`src/rtl/id_issue_queue_if.sv`:
```
// Handshake bundle between fetch (IF), the decode/issue queue (ID) and execute (EX).
// The slave side is the queue; the master side is whatever surrounds it.
interface id_issue_queue_if #(
   parameter int AOP_W = 12
);
   logic             in_valid;
   logic             in_ready;
   logic [31:0]      in_pc;
   logic [31:0]      in_inst;

   logic             out_valid;
   logic             out_ready;
   logic [31:0]      out_pc;
   logic [31:0]      out_inst;
   logic [31:0]      out_opr1;
   logic [31:0]      out_opr2;
   logic [31:0]      out_offset;
   logic             out_wren;
   logic [4:0]       out_waddr;
   logic [AOP_W-1:0] out_aluop;
   logic             out_inslot;
   logic             out_ri;

   modport master (
      output in_valid, in_pc, in_inst, out_ready,
      input  in_ready, out_valid, out_pc, out_inst, out_opr1, out_opr2, out_offset,
             out_wren, out_waddr, out_aluop, out_inslot, out_ri
   );

   modport slave (
      input  in_valid, in_pc, in_inst, out_ready,
      output in_ready, out_valid, out_pc, out_inst, out_opr1, out_opr2, out_offset,
             out_wren, out_waddr, out_aluop, out_inslot, out_ri
   );
endinterface

```
`src/rtl/id_issue_queue.sv`:
```
// MIPS-subset decode stage with branch resolution, load-use interlock, delay-slot
// tracking and a small FIFO of decoded bundles toward execute.
//
// state | meaning
// IDLE  | next accepted instruction is an ordinary (non delay-slot) instruction
// SLOT  | a branch/jump was just accepted; next accepted instruction is its delay slot
module id_issue_queue #(
   parameter int DEPTH          = 2,
   parameter int AOP_W          = 12,
   parameter bit LOAD_INTERLOCK = 1'b1
) (
   input  logic                clk,
   input  logic                rst,
   id_issue_queue_if.slave     bus,
   output logic [4:0]          reg1addr,
   output logic [4:0]          reg2addr,
   input  logic [31:0]         reg1data,
   input  logic [31:0]         reg2data,
   input  logic                ex_load_valid,
   input  logic [4:0]          ex_load_waddr,
   input  logic                flush,
   output logic                br_valid,
   output logic [31:0]         br_target,
   output logic                stall_req
);

   localparam int PTR_W = (DEPTH > 1) ? $clog2(DEPTH) : 1;
   localparam int CNT_W = $clog2(DEPTH + 1);
   localparam logic [PTR_W-1:0] PTR_LAST = PTR_W'(DEPTH - 1);

   localparam logic [11:0] ALU_ADD  = 12'h001;
   localparam logic [11:0] ALU_SUB  = 12'h002;
   localparam logic [11:0] ALU_SLT  = 12'h004;
   localparam logic [11:0] ALU_SLTU = 12'h008;
   localparam logic [11:0] ALU_AND  = 12'h010;
   localparam logic [11:0] ALU_NOR  = 12'h020;
   localparam logic [11:0] ALU_OR   = 12'h040;
   localparam logic [11:0] ALU_XOR  = 12'h080;
   localparam logic [11:0] ALU_SLL  = 12'h100;
   localparam logic [11:0] ALU_SRL  = 12'h200;
   localparam logic [11:0] ALU_SRA  = 12'h400;
   localparam logic [11:0] ALU_LUI  = 12'h800;

   typedef enum logic {S_IDLE, S_SLOT} state_t;

   typedef struct packed {
      logic [31:0]      pc;
      logic [31:0]      inst;
      logic [31:0]      opr1;
      logic [31:0]      opr2;
      logic [31:0]      offset;
      logic             wren;
      logic [4:0]       waddr;
      logic [AOP_W-1:0] aluop;
      logic             inslot;
      logic             ri;
   } entry_t;

   state_t           state;
   entry_t           mem [DEPTH];
   entry_t           head;
   entry_t           new_entry;
   logic [PTR_W-1:0] wr_ptr;
   logic [PTR_W-1:0] rd_ptr;
   logic [CNT_W-1:0] count;

   logic [5:0]  op;
   logic [5:0]  funct;
   logic [4:0]  rs;
   logic [4:0]  rt;
   logic [4:0]  rd;
   logic [4:0]  sa;
   logic [15:0] imm;
   logic [31:0] imm_sext;
   logic [31:0] pc_plus4;

   logic [31:0] d_opr1;
   logic [31:0] d_opr2;
   logic [4:0]  d_waddr;
   logic        d_writes;
   logic [11:0] d_aluop;
   logic        d_ri;
   logic        ren1;
   logic        ren2;
   logic        is_br;
   logic        taken;
   logic [31:0] d_target;

   logic hazard;
   logic push;
   logic pop;

   assign op       = bus.in_inst[31:26];
   assign rs       = bus.in_inst[25:21];
   assign rt       = bus.in_inst[20:16];
   assign rd       = bus.in_inst[15:11];
   assign sa       = bus.in_inst[10:6];
   assign funct    = bus.in_inst[5:0];
   assign imm      = bus.in_inst[15:0];
   assign imm_sext = {{16{imm[15]}}, imm};
   assign pc_plus4 = bus.in_pc + 32'd4;

   assign reg1addr = rs;
   assign reg2addr = rt;

   always_comb begin
      d_opr1   = reg1data;
      d_opr2   = reg2data;
      d_waddr  = 5'd0;
      d_writes = 1'b0;
      d_aluop  = 12'h000;
      d_ri     = 1'b0;
      ren1     = 1'b0;
      ren2     = 1'b0;
      is_br    = 1'b0;
      taken    = 1'b0;
      d_target = pc_plus4 + {imm_sext[29:0], 2'b00};
      case (op)
         6'h00: begin
            case (funct)
               6'h00, 6'h02, 6'h03: begin
                  d_opr1   = {27'd0, sa};
                  ren2     = 1'b1;
                  d_waddr  = rd;
                  d_writes = 1'b1;
                  d_aluop  = (funct == 6'h00) ? ALU_SLL : ((funct == 6'h02) ? ALU_SRL : ALU_SRA);
               end
               6'h08: begin
                  ren1     = 1'b1;
                  is_br    = 1'b1;
                  taken    = 1'b1;
                  d_target = reg1data;
               end
               6'h09: begin
                  ren1     = 1'b1;
                  is_br    = 1'b1;
                  taken    = 1'b1;
                  d_target = reg1data;
                  d_opr1   = bus.in_pc;
                  d_opr2   = 32'd8;
                  d_waddr  = rd;
                  d_writes = 1'b1;
                  d_aluop  = ALU_ADD;
               end
               6'h21, 6'h23, 6'h24, 6'h25, 6'h26, 6'h27, 6'h2A, 6'h2B: begin
                  ren1     = 1'b1;
                  ren2     = 1'b1;
                  d_waddr  = rd;
                  d_writes = 1'b1;
                  case (funct)
                     6'h21:   d_aluop = ALU_ADD;
                     6'h23:   d_aluop = ALU_SUB;
                     6'h24:   d_aluop = ALU_AND;
                     6'h25:   d_aluop = ALU_OR;
                     6'h26:   d_aluop = ALU_XOR;
                     6'h27:   d_aluop = ALU_NOR;
                     6'h2A:   d_aluop = ALU_SLT;
                     default: d_aluop = ALU_SLTU;
                  endcase
               end
               default: d_ri = 1'b1;
            endcase
         end
         // REGIMM: rt selects bltz (0) or bgez (1)
         6'h01: begin
            if (rt == 5'd0 || rt == 5'd1) begin
               ren1  = 1'b1;
               is_br = 1'b1;
               taken = (rt == 5'd0) ? reg1data[31] : ~reg1data[31];
            end else begin
               d_ri = 1'b1;
            end
         end
         6'h02, 6'h03: begin
            is_br    = 1'b1;
            taken    = 1'b1;
            d_target = {pc_plus4[31:28], bus.in_inst[25:0], 2'b00};
            if (op == 6'h03) begin
               d_opr1   = bus.in_pc;
               d_opr2   = 32'd8;
               d_waddr  = 5'd31;
               d_writes = 1'b1;
               d_aluop  = ALU_ADD;
            end
         end
         6'h04, 6'h05: begin
            ren1  = 1'b1;
            ren2  = 1'b1;
            is_br = 1'b1;
            taken = (op == 6'h04) ? (reg1data == reg2data) : (reg1data != reg2data);
         end
         6'h06, 6'h07: begin
            ren1  = 1'b1;
            is_br = 1'b1;
            taken = (op == 6'h06) ? (reg1data[31] | (reg1data == 32'd0))
                                  : (~reg1data[31] & (reg1data != 32'd0));
         end
         6'h09, 6'h23: begin
            ren1     = 1'b1;
            d_opr2   = imm_sext;
            d_waddr  = rt;
            d_writes = 1'b1;
            d_aluop  = ALU_ADD;
         end
         6'h0D: begin
            ren1     = 1'b1;
            d_opr2   = {16'd0, imm};
            d_waddr  = rt;
            d_writes = 1'b1;
            d_aluop  = ALU_OR;
         end
         6'h0F: begin
            d_opr2   = {imm, 16'd0};
            d_waddr  = rt;
            d_writes = 1'b1;
            d_aluop  = ALU_LUI;
         end
         6'h2B: begin
            ren1    = 1'b1;
            ren2    = 1'b1;
            d_opr2  = imm_sext;
            d_aluop = ALU_ADD;
         end
         default: d_ri = 1'b1;
      endcase
   end

   assign hazard = LOAD_INTERLOCK & ex_load_valid & (ex_load_waddr != 5'd0) &
                   ((ren1 & (rs == ex_load_waddr)) | (ren2 & (rt == ex_load_waddr)));

   assign stall_req     = ~rst & hazard & bus.in_valid;
   assign bus.in_ready  = ~rst & ~flush & ~hazard & ((count < CNT_W'(DEPTH)) | bus.out_ready);
   assign bus.out_valid = (count != '0);

   assign push = bus.in_valid & bus.in_ready;
   assign pop  = bus.out_valid & bus.out_ready & ~flush & ~rst;

   always_comb begin
      new_entry        = '0;
      new_entry.pc     = bus.in_pc;
      new_entry.inst   = bus.in_inst;
      new_entry.opr1   = d_opr1;
      new_entry.opr2   = d_opr2;
      new_entry.offset = imm_sext;
      new_entry.wren   = d_writes & (d_waddr != 5'd0);
      new_entry.waddr  = d_waddr;
      new_entry.aluop  = AOP_W'(d_aluop);
      new_entry.inslot = (state == S_SLOT);
      new_entry.ri     = d_ri;
   end

   function automatic logic [PTR_W-1:0] ptr_next(input logic [PTR_W-1:0] p);
      return (p == PTR_LAST) ? '0 : p + 1'b1;
   endfunction

   always_ff @(posedge clk) begin
      if (push) begin
         mem[wr_ptr] <= new_entry;
      end
   end

   always_ff @(posedge clk) begin
      if (rst) begin
         wr_ptr    <= '0;
         rd_ptr    <= '0;
         count     <= '0;
         state     <= S_IDLE;
         br_valid  <= 1'b0;
         br_target <= 32'd0;
      end else if (flush) begin
         wr_ptr   <= '0;
         rd_ptr   <= '0;
         count    <= '0;
         state    <= S_IDLE;
         br_valid <= 1'b0;
      end else begin
         br_valid <= push & is_br & taken;
         if (push & is_br & taken) begin
            br_target <= d_target;
         end
         if (push) begin
            wr_ptr <= ptr_next(wr_ptr);
            state  <= is_br ? S_SLOT : S_IDLE;
         end
         if (pop) begin
            rd_ptr <= ptr_next(rd_ptr);
         end
         if (push & ~pop) begin
            count <= count + 1'b1;
         end else if (~push & pop) begin
            count <= count - 1'b1;
         end
      end
   end

   // Stale storage is masked so an empty queue presents an all-zero bundle.
   assign head = bus.out_valid ? mem[rd_ptr] : '0;

   assign bus.out_pc     = head.pc;
   assign bus.out_inst   = head.inst;
   assign bus.out_opr1   = head.opr1;
   assign bus.out_opr2   = head.opr2;
   assign bus.out_offset = head.offset;
   assign bus.out_wren   = head.wren;
   assign bus.out_waddr  = head.waddr;
   assign bus.out_aluop  = head.aluop;
   assign bus.out_inslot = head.inslot;
   assign bus.out_ri     = head.ri;

endmodule

```
`src/flat_wrapper.sv`:
```
// flat-port wrapper written by rule: the top's interface ports become plain ports
module id_issue_queue_flat 
#(
   parameter int DEPTH          = 2,
   parameter int AOP_W          = 12,
   parameter bit LOAD_INTERLOCK = 1'b1
)
  (clk, rst, reg1addr, reg2addr, reg1data, reg2data, ex_load_valid, ex_load_waddr, flush, br_valid, br_target, stall_req, bus_in_valid, bus_in_pc, bus_in_inst, bus_out_ready, bus_in_ready, bus_out_valid, bus_out_pc, bus_out_inst, bus_out_opr1, bus_out_opr2, bus_out_offset, bus_out_wren, bus_out_waddr, bus_out_aluop, bus_out_inslot, bus_out_ri);
  id_issue_queue_if #(.AOP_W(AOP_W)) bus_i ();
  input  logic clk;
  input  logic rst;
  output logic [4:0] reg1addr;
  output logic [4:0] reg2addr;
  input  logic [31:0] reg1data;
  input  logic [31:0] reg2data;
  input  logic ex_load_valid;
  input  logic [4:0] ex_load_waddr;
  input  logic flush;
  output logic br_valid;
  output logic [31:0] br_target;
  output logic stall_req;
  input wire logic [$bits(bus_i.in_valid)-1:0] bus_in_valid;
  input wire logic [$bits(bus_i.in_pc)-1:0] bus_in_pc;
  input wire logic [$bits(bus_i.in_inst)-1:0] bus_in_inst;
  input wire logic [$bits(bus_i.out_ready)-1:0] bus_out_ready;
  output wire logic [$bits(bus_i.in_ready)-1:0] bus_in_ready;
  output wire logic [$bits(bus_i.out_valid)-1:0] bus_out_valid;
  output wire logic [$bits(bus_i.out_pc)-1:0] bus_out_pc;
  output wire logic [$bits(bus_i.out_inst)-1:0] bus_out_inst;
  output wire logic [$bits(bus_i.out_opr1)-1:0] bus_out_opr1;
  output wire logic [$bits(bus_i.out_opr2)-1:0] bus_out_opr2;
  output wire logic [$bits(bus_i.out_offset)-1:0] bus_out_offset;
  output wire logic [$bits(bus_i.out_wren)-1:0] bus_out_wren;
  output wire logic [$bits(bus_i.out_waddr)-1:0] bus_out_waddr;
  output wire logic [$bits(bus_i.out_aluop)-1:0] bus_out_aluop;
  output wire logic [$bits(bus_i.out_inslot)-1:0] bus_out_inslot;
  output wire logic [$bits(bus_i.out_ri)-1:0] bus_out_ri;
  assign bus_i.in_valid = bus_in_valid;
  assign bus_i.in_pc = bus_in_pc;
  assign bus_i.in_inst = bus_in_inst;
  assign bus_i.out_ready = bus_out_ready;
  assign bus_in_ready = bus_i.in_ready;
  assign bus_out_valid = bus_i.out_valid;
  assign bus_out_pc = bus_i.out_pc;
  assign bus_out_inst = bus_i.out_inst;
  assign bus_out_opr1 = bus_i.out_opr1;
  assign bus_out_opr2 = bus_i.out_opr2;
  assign bus_out_offset = bus_i.out_offset;
  assign bus_out_wren = bus_i.out_wren;
  assign bus_out_waddr = bus_i.out_waddr;
  assign bus_out_aluop = bus_i.out_aluop;
  assign bus_out_inslot = bus_i.out_inslot;
  assign bus_out_ri = bus_i.out_ri;
  id_issue_queue #(.DEPTH(DEPTH), .AOP_W(AOP_W), .LOAD_INTERLOCK(LOAD_INTERLOCK)) u_core (.clk(clk), .rst(rst), .bus(bus_i), .reg1addr(reg1addr), .reg2addr(reg2addr), .reg1data(reg1data), .reg2data(reg2data), .ex_load_valid(ex_load_valid), .ex_load_waddr(ex_load_waddr), .flush(flush), .br_valid(br_valid), .br_target(br_target), .stall_req(stall_req));
endmodule
```
`config.mk`:
```
export PLATFORM = sky130hd
export DESIGN_NAME = id_issue_queue_flat
export DESIGN_NICKNAME = d
export VERILOG_FILES = /design/src/rtl/id_issue_queue_if.sv /design/src/rtl/id_issue_queue.sv /design/src/flat_wrapper.sv
export SDC_FILE = /design/constraint.sdc
export NUM_CORES = 1
export LEC_CHECK = 0
export BUFFER_PORTS_ARGS = -buffer_cell sky130_fd_sc_hd__buf_2
export CORE_MARGIN = 2
export CORE_UTILIZATION = 56
export CTS_CLUSTER_DIAMETER = 200
export DETAILED_ROUTE_END_ITERATION = 12
export PLACE_DENSITY_LB_ADDON = 0.1
export SYNTH_ARGS = -nofsm -noshare
export SYNTH_HDL_FRONTEND = slang
export SYNTH_SLANG_ARGS = --single-unit
```
`constraint.sdc`:
```
create_clock -name clk -period 11.4 [get_ports clk]
set_clock_uncertainty 0.1 [all_clocks]
set_input_delay 1.14 -clock clk [delete_from_list [all_inputs] [get_ports clk]]
set_output_delay 1.14 -clock clk [all_outputs]
set_load 0.01 [all_outputs]
```
# [After elaboration in Yosys (flattened, before gate mapping)]
# Memory sizes are Yosys's and may differ from the RTL's. A register that Yosys moved wholly into a read port is not among the register bits.
# Cells that the tools add are included.
[totals] register_bits=38 latchBits=0 ramBits=360 romBits=0 in_bits=139 out_inout_bits=226 elab_cells=144 n_memories=1
[mem_list] memory="u_core.mem" depth=2 word_bits=180 rd=1 rd_ports_with_merged_regs=1 write_ports=1 line_no="id_issue_queue.sv:60" rtl="entry_t mem [DEPTH];"
[op_classes] addsub=6 n_mul=0 div=0 n_lt_le_gt_ge=1 n_eq_ne=29 shifts=0 n_mux=45 bitwise_logic=28 reduce_logical=28
[ops] operator="case mux 32 bit (2 select lines)" n=3
[ops] operator="2-to-1 mux 180 bit" n=1
[ops] operator="case mux 32 bit (5 select lines)" n=1
[ops] operator="2-to-1 mux 32 bit" n=4
[ops] operator="== test 6 bit, second input constant" n=10
[ops] operator="case mux 12 bit (5 select lines)" n=1
[ops] operator="case mux 8 bit (7 select lines)" n=1
[ops] operator="case mux 12 bit (3 select lines)" n=1
[ops] operator="adder 32 x 3 -> 32 bit, second input constant" n=1
[ops] operator="adder 32 bit" n=1
[ops] operator="== test 32 bit" n=1
[ops] operator="logical NOT 32 bit" n=1
[ops] operator="inequality test 32 bit" n=1
[ops] operator="nonzero test 32 bit" n=1
[ops] operator="== test 6 x 4 -> 1 bit, second input constant" n=5
[ops] operator="== test 6 x 2 -> 1 bit, second input constant" n=4
[ops] operator="== test 6 x 3 -> 1 bit, second input constant" n=4
[ops] operator="OR reduction 11 bit" n=2
[ops] operator="2-to-1 mux 1 bit" n=20
[ops] operator="bitwise AND 1 bit" n=19
[ops] operator="OR reduction 8 bit" n=2
[ops] operator="case mux 5 bit (3 select lines)" n=1
[ops] operator="OR reduction 13 bit" n=1
[ops] operator="logical NOT 6 bit" n=2
[ops] operator="other kinds (27)" n=49

# [Depth between registers and ports, before layout]
# Gate-level depths: netlist of run 1.
[logic_depth] ltp_word=15 depth_mapped=16 ltp_nobuf=15

# [Worst setup path after synthesis of run 1]
# OpenSTA, ideal clock, no wires.
[synth_timing] path_kind="input to register" startpoint="input port bus_in_inst[2]" endpoint="memory u_core.mem[0][0] (netlist name), enable pin" setup_ps=675 arrival_time_ps=8846 required_time_ps=10625 slack_ps=1779 stages=7 n_path_buf=1 cell_sequence="clkbuf_1 -> or2_1 -> a221oi_1 -> o32ai_1 -> nand4_1 -> o211a_4 -> nor2b_1"
[synth_between] elab_chain_len=13 elab_cells_between_ends=29 classes_between="12 x eq/ne; 6 x mux; 8 x bitwise; 3 x reduce/logical"
[synth_lines] element="start: declaration" line_no="flat_wrapper.sv:24" rtl="input wire logic [$bits(bus_i.in_inst)-1:0] bus_in_inst;"
[synth_lines] element="== test 6 x 4 -> 1 bit, or another cell as far along" line_no="id_issue_queue.sv:120" rtl="case (funct)"
[synth_lines] element="OR reduction 10 bit (no source line) or OR reduction 11 bit (tied branches)"
[synth_lines] element="2-to-1 mux 1 bit" line_no="id_issue_queue.sv:120"
[synth_lines] element="case mux 1 bit (3 select lines) or case mux 1 bit (2 select lines) (tied branches)" line_no="id_issue_queue.sv:118" rtl="case (op)"
[synth_lines] element="bitwise AND 1 bit" line_no="id_issue_queue.sv:229" rtl="((ren1 & (rs == ex_load_waddr)) | (ren2 & (rt == ex_load_waddr)));"
[synth_lines] element="OR 1 bit (*)" line_no="id_issue_queue.sv:229"
[synth_lines] element="bitwise AND 1 bit (*)" line_no="id_issue_queue.sv:228" rtl="assign hazard = LOAD_INTERLOCK & ex_load_valid & (ex_load_waddr != 5'd0) &"
[synth_lines] element="NOT 1 bit (*)" line_no="id_issue_queue.sv:232" rtl="assign bus.in_ready = ~rst & ~flush & ~hazard & ((count < CNT_W'(DEPTH)) | bus.out_ready);"
[synth_lines] element="bitwise AND 1 bit (*) (2 in series)" line_no="id_issue_queue.sv:232"
[synth_lines] element="bitwise AND 1 bit (*)" line_no="id_issue_queue.sv:235" rtl="assign push = bus.in_valid & bus.in_ready;"
[synth_lines] element="2-to-1 mux 1 bit (*)" line_no="id_issue_queue.sv:257" rtl="if (push) begin"
[synth_lines] element="2-to-1 mux 1 bit (implied by the code) (*)" line_no="id_issue_queue.sv:258" rtl="mem[wr_ptr] <= new_entry;"
[synth_lines] element="end: declaration" line_no="id_issue_queue.sv:60"
# Every way passes the cells marked *; elsewhere a longest branch is shown, timed or not.

# [Worst setup path in the final report of run 1]
[layout_timing] startpoint="input port bus_in_inst[29]" endpoint="output port stall_req"
[layout_between] elab_chain_len=8 elab_cells_between_ends=20 classes_between="9 x eq/ne; 2 x mux; 6 x bitwise; 3 x reduce/logical"
[layout_lines] element="== test 6 x 4 -> 1 bit, or another cell as far along" line_no="id_issue_queue.sv:118"
[layout_lines] element="OR reduction 8 bit (no source line) or OR reduction 3 bit (tied branches)"
[layout_lines] element="case mux 1 bit (3 select lines) or case mux 1 bit (2 select lines) (tied branches)" line_no="id_issue_queue.sv:118"
[layout_lines] element="bitwise AND 1 bit" line_no="id_issue_queue.sv:229"
[layout_lines] element="OR 1 bit (*)" line_no="id_issue_queue.sv:229"
[layout_lines] element="bitwise AND 1 bit (*)" line_no="id_issue_queue.sv:228"
[layout_lines] element="bitwise AND 1 bit (*) (2 in series)" line_no="id_issue_queue.sv:231" rtl="assign stall_req = ~rst & hazard & bus.in_valid;"
[layout_lines] element="end: declaration" line_no="flat_wrapper.sv:21" rtl="output logic stall_req;"
# Marked as above.

==> impl_metrics.csv, run 1 <==
group,metric,value,unit
power,vdd_ir_drop_max,0.112,mV
final_layout,fill_cells,2399,
critical_path,r2r_setup_slack,8.52,ns
floorplan,die_x,181,µm
sta,rsz0062_at_grt,"false",
synthesis,synth_most_common_cell,"edfxtp_1",
synthesis,syn-instance-count,1473,
placement,gp_congestion,0.941,
placement,port_buffers,364,
cts,cts_buffer_depth,3,
critical_path,cp_slowest_cell,"a2111oi_0",
final_layout,stdcell_count,2186,
sta,tns,0,ns
final_layout,fin_nets,1934,
critical_path,reg2reg_depth,5,
routing,vias_per_cell,6.24,
floorplan,ios,365,
critical_path,cpMostUsedCell,"buf_2",
synthesis,ys_top_cells_by_area,"edfxtp_1 51%, mux2i_1 8.6%, nor2_1 4.7%, dfxtp_1 4.5%, xor2_1 2.8%",
critical_path,crit_chain,"buf_2 -> nor4_4 -> nand2_1 -> o32ai_1 -> nand4_1 -> a2111oi_0 -> buf_2",
floorplan,coreArea,30700,µm²
cts,cts_buffers,37,
routing,antenna_left,0,
final_layout,final_cell_area,20400,µm²
placement,dp_cells,2118,
grt,grt_max_degree,90,
critical_path,end_kind,"output port",
synthesis,synth.avg_cell_area,11.9,µm²
sta,final_hold_viol_count,0,
critical_path,crit_start,"bus_in_inst[29]",
power,internal_power,2.12,mW
synthesis,syn_area,17500,µm²
cts,cts_root_buffer,"clkbuf_16",
critical_path,crit_type,"input port to output port",
hold_path,hold-path-endpoint,"u_core.mem[0][1]",
floorplan,die-area,32700,µm²
routing,drc,0,
cts,clk_latency,0.52,ns
power,pwr-share-comb,12.9,%
critical_path,critPathLaunchType,"input port",
synthesis,synth_fp_nets,1646,
sta,fmax,202,MHz
grt,grt_pass1_wl,80100,µm
sta,max_slew.worst_pin.slew,1.31,ns
cts,cts_tree,"done",
synthesis,yosysUniqueCellTypes,75,
critical_path,cp.arrival,3.72,ns
sta,setup_viol,0,
synthesis,synth-seq-cells,335,
grt,overflow,0,
status,run_status,"completed",
placement,hpwl,37800,µm
critical_path,crit_required,10.16,ns
synthesis,synth_edf_count,296,
synthesis,synth-async-reset-ratio,0,%
routing,drt_first_iter_violations,1475,
synthesis,synth-seq-area-share,55.2,%
cts,cts_resized,0,
synthesis,synth_common_cells,"296 x edfxtp_1, 221 x nor2_1, 150 x mux2i_1",
run,maxCapViolations,0,
hold_path,hold_start,"u_core.state",
hold_path,min_path_cells,0,
power,power_density,139,nW/µm²
floorplan,initial_core_util,57.1,%
cts,path_clk_slew,0.06,ns
grt,antenna_found_initial,0,
grt,grt_pass1_vias,13200,
power,p_seq_share,48.1,%
final_layout,area_growth,16.5,%
power,p_leak,7.78,nW
power,netSwitchingFraction,25.2,%
power,pwr-share-clk,39.0,%
placement,dpl_cell_area,19300,µm²
hold_path,hold_class,"register to register",
sta,final_max_slew_viol_count,0,
sta,max-slew-margin-rel,12.4,%
critical_path,reg2reg_from,"u_core.count[1]",
power,switchingPower,0.715,mW
routing,routed_wl,53500,µm
routing,vias,13600,
sta,post-route-period-util,43.5,%
cts,cts_hold_buf,0,
sta,period_minus_slack,4.96,ns
synthesis,yosys_warnings,0,
cts,post_cts_buffers,0,
routing,drt_first_pass_iters,5,
routing,wl_per_cell,24.5,µm
floorplan,chipHeight,181,µm
critical_path,critPathMaxStageDelay,0.67,ns
critical_path,cp.buffers_inverters,2,
cts,cts_num_sinks,335,
synthesis,synthFlopType,"edfxtp_1",
critical_path,critical_path.max_fanout,13,
critical_path,worstReg2RegEnd,"u_core.mem[0][69]",
synthesis,synth_top_cell_area_share,50.8,%
final_layout,drive_gt1_share,26.5,%
floorplan,fp-row-count,64,
cts,htreeDepth,2,
critical_path,cp_top_family,"compound AO/OA/AOI/OAI gates",
synthesis,yosysTopAreaCell,"edfxtp_1",
grt,track_usage,32.0,%
through the flow:
step	power (mW)	hold WS [ns]	util (%)	worst slack, ns
6_report	2.84	0.372	66.5	6.44
5_1_grt	2.93	0.378	66.5	6.35
4_1_cts	2.85	0.370	66.5	6.54
3_5_place_dp	1.75	0.355	62.9	6.42
3_3_place_gp	1.75	0.338	62.9	6.49
2_1_floorplan	1.61	0.326	-	1.78
worst max-delay path by stage:
stage / to / slack [ns] / cells past startpoint
2_1_floorplan: u_core.mem[0][0] / 1.78 / 7
3_3_place_gp: u_core.br_target[22] / 6.49 / 14
3_5_place_dp: u_core.br_target[22] / 6.42 / 14
4_1_cts: stall_req / 6.54 / 7
5_1_grt: stall_req / 6.35 / 7
6_report: stall_req / 6.44 / 7
power by group through the flow:
| stage | Clock [mW] | Sequential (mW) | Combinational (mW) |
|---|---|---|---|
| 3_3_place_gp | 0 | 1.39 | 0.357 |
| 4_1_cts | 1.12 | 1.37 | 0.362 |
| 3_5_place_dp | 0 | 1.39 | 0.360 |
| 2_1_floorplan | 0 | 1.39 | 0.220 |
| 6_report | 1.11 | 1.37 | 0.367 |
| 5_1_grt | 1.17 | 1.37 | 0.394 |
routing by layer:
layer	wire length, µm	part of all wire [%]	track usage, %
met1	22000	41	44.1
met3	4670	8.7	5.04
met5	0	0	0
met4	2050	3.8	11.4
met2	24800	46	51.6
cells by family after synthesis:
| family | count (synthesis) | share of synthesized area (%) |
|---|---|---|
| AND/OR/NAND/NOR | 425 | 11.3 |
| flip-flops | 335 | 55.2 |
| AO/OA/AOI/OAI | 282 | 13.2 |
| buffers and inverters | 150 | 4.40 |
| multiplexers | 150 | 8.58 |
| XOR/XNOR | 97 | 4.85 |
| adder cells (fa/ha/maj) | 34 | 2.47 |
layout by cell type (no fill, tap or decap), types with 38 or more instances in the layout:
| master | n |
|---|---|
| xor2_1 | 55 |
| mux2i_1 | 150 |
| edfxtp_1 | 296 |
| nor2_1 | 218 |
| nand2_1 | 52 |
| xnor2_1 | 42 |
| dfxtp_1 | 38 |
| a22o_1 | 43 |
| buf_2 | 364 |
area by class of cell:
type	instances	area, µm²	share of cell area, %
antenna	1	2.50	0.0123
clock buffer	49	981	4.81
clock inverter	18	131	0.644
inverter	21	78.8	0.386
multi-input combinational	988	7110	34.8
sequential	335	9670	47.4
tap	396	495	2.43
timing repair buffer	378	1930	9.45
registers in the layout, summed over array words and instances (netlist names), named ones only:
register and cells:
u_core.rd_ptr 1, u_core.wr_ptr 1, u_core.count 2, u_core.br_valid 1, u_core.mem 296, u_core.state 1, u_core.br_target 32
worst register-to-register path: stages, from the launching register on:
cell	delay, ns
dfxtp_1	0.35
nor2b_1	0.17
nor3_1	0.18
o211a_4	0.25
nor2b_4	0.57
buf_4	0.81
Power figures use the tool's default switching activity.
==> run 2: changes to the inputs <==
- CORE_UTILIZATION: 56 -> 50
- clock period: 11.4 -> 4.2 ns (I/O delays scaled with it)
==> impl_metrics.csv, run 2 (synthesized netlist as in run 1, its figures left out) <==
group,metric,value,unit
sta,period_minus_slack,3.58,ns
cts,cts_root_buffer,"clkbuf_16",
sta,final_max_slew_viol_count,0,
final_layout,layout_common_cells,"364 x buf_2, 296 x edfxtp_1, 219 x nor2_1, 150 x mux2i_1, 55 x xor2_1",
critical_path,r2r_setup_slack,1.53,ns
routing,wl_per_cell,25.1,µm
critical_path,critPathMaxStageDelay,0.45,ns
floorplan,initial_core_util,50.7,%
grt,grt_max_degree,82,
sta,rsz0062_at_grt,"false",
cts,cts_tree,"done",
floorplan,chipHeight,191,µm
final_layout,top_register,"u_core.mem",
grt,antenna_found_initial,1,
sta,max-slew-margin-rel,27.2,%
critical_path,crit_chain,"buf_2 -> and4_1 -> nand4_1 -> nor2_1 -> nand3_1 -> xnor2_1 -> ha_1 -> nand4_1 -> a21oi_1 -> o311ai_0 -> a311oi_1 -> nor3_1 -> o311a_1 -> nor3_1",
critical_path,cp.arrival,3.96,ns
critical_path,critPathLaunchType,"input port",
routing,antenna_left,0,
final_layout,largest_register_ff_count,296,
final_layout,area_growth,18.8,%
hold_path,hold_class,"input port to register",
placement,port_buffers,364,
cts,htreeDepth,2,
floorplan,die-area,36500,µm²
final_layout,register_area,9670,µm²
power,vdd_ir_drop_max,0.397,mV
power,p_leak,7.96,nW
placement,dp_slack,0.157,ns
critical_path,cp_slowest_cell,"a311oi_1",
cts,post_cts_buffers,0,
routing,vias,13700,
cts,clk_latency,0.55,ns
routing,vias_per_cell,6.02,
cts,path_clk_slew,0.06,ns
power,power_density,375,nW/µm²
cts,cts_hold_buf,0,
final_layout,fin_nets,1960,
critical_path,crit_type,"input port to register",
final_layout,drive_gt1_share,27.7,%
sta,final_hold_viol_count,0,
critical_path,cp.buffers_inverters,1,
floorplan,die_x,191,µm
final_layout,final_common_cell,"buf_2",
placement,gp_congestion,0.919,
cts,cts_buffer_depth,3,
sta,post-route-period-util,85.3,%
cts,cts_resized,0,
critical_path,critical_path.max_fanout,7,
routing,drt_first_iter_violations,1404,
cts,cts_num_sinks,335,
routing,drc,0,
floorplan,fp-row-count,68,
final_layout,top_regs,"u_core.mem (296), u_core.br_target (32), u_core.count (2)",
run,maxCapViolations,0,
grt,grt_pass1_vias,13100,
sta,max_slew.worst_pin.slew,1.09,ns
grt,overflow,0,
critical_path,crit_required,4.58,ns
status,run_status,"completed",
critical_path,cp_top_family,"simple AND/OR/NAND/NOR gates",
final_layout,stdcell_count,2270,
floorplan,coreArea,34500,µm²
placement,hpwl,41200,µm
grt,grt_pass1_wl,82200,µm
floorplan,ios,365,
grt,track_usage,30.6,%
sta,setup_viol,0,
critical_path,end_kind,"register",
placement,dp_cells,2204,
routing,routed_wl,56900,µm
final_layout,fill_cells,2864,
final_layout,multiInputGateArea,7130,µm²
routing,drt_first_pass_iters,6,
sta,setup_ws,0.617,ns
sta,fmax,279,MHz
cts,cts_buffers,36,
sta,holdWs,0.0290,ns
## run 2: changes by cell type in the layout (fill, tap and decap cells not counted), sizes merged
| cell | change |
|---|---|
| diode | +1 |
| clkinvlp | -1 |
| clkinv | +5 |
| clkbuf | -6 |
| buf | +27 |
| inv | -2 |
| bufinv | +1 |
## run 2: routing by layer
layer,share of wire (%),vias to the layer above,global-route usage [%]
li1,-,6178,-
met1,42,6706,41.0
met2,47,676,49.7
met3,8.3,113,6.21
met4,3.2,2,10.9
met5,0.025,-,0
## run 2: worst paths after layout
path | depth (start not counted) | end | startpoint
worst max-delay path | 14 | u_core.br_target[24] | bus_in_pc[9]
worst min-delay path | 1 | u_core.mem[0][179] | bus_in_pc[31]
worst max register to register | 7 | u_core.br_target[28] | u_core.count[1]
worst min register to register | 0 | u_core.mem[0][1] | u_core.state
## run 2: final cells by class
cell class | instances | share of cell area (%)
Clock buffer | 43 | 4.71
Multi-Input combinational cell | 988 | 34.3
Inverter | 21 | 0.379
Tap cell | 455 | 2.74
Clock inverter | 21 | 0.746
Antenna cell | 2 | 0.0241
Timing Repair Buffer | 405 | 10.7
Sequential cell | 335 | 46.5
## run 2: per-stage QoR
stage	instance area, µm²	power (mW)	util [%]	TNS [ns]
6_report	20800	7.81	60.2	0
5_1_grt	20800	8.06	60.2	0
4_1_cts	20800	7.85	60.2	0
3_5_place_dp	19700	4.79	56.9	0
3_3_place_gp	19700	4.79	56.9	0
2_1_floorplan	17600	4.38	-	-8.12
## run 2: power by group
group	internal [mW]	switching (mW)	total, mW	leakage (nW)
combinational	0.382	0.652	1.03	4.45
clock	1.78	1.29	3.07	0.556
sequential	3.69	0.0168	3.70	2.96
total	5.85	1.96	7.81	7.96
## run 2: worst register-to-register path, stage by stage, from the launching register on
cell      delay (ns)
dfxtp_1         0.34
nor2b_1         0.17
nor3_1          0.20
o211a_4         0.26
a21boi_4        0.65
buf_4           0.47
and4b_1         0.32
nor2_1          0.05
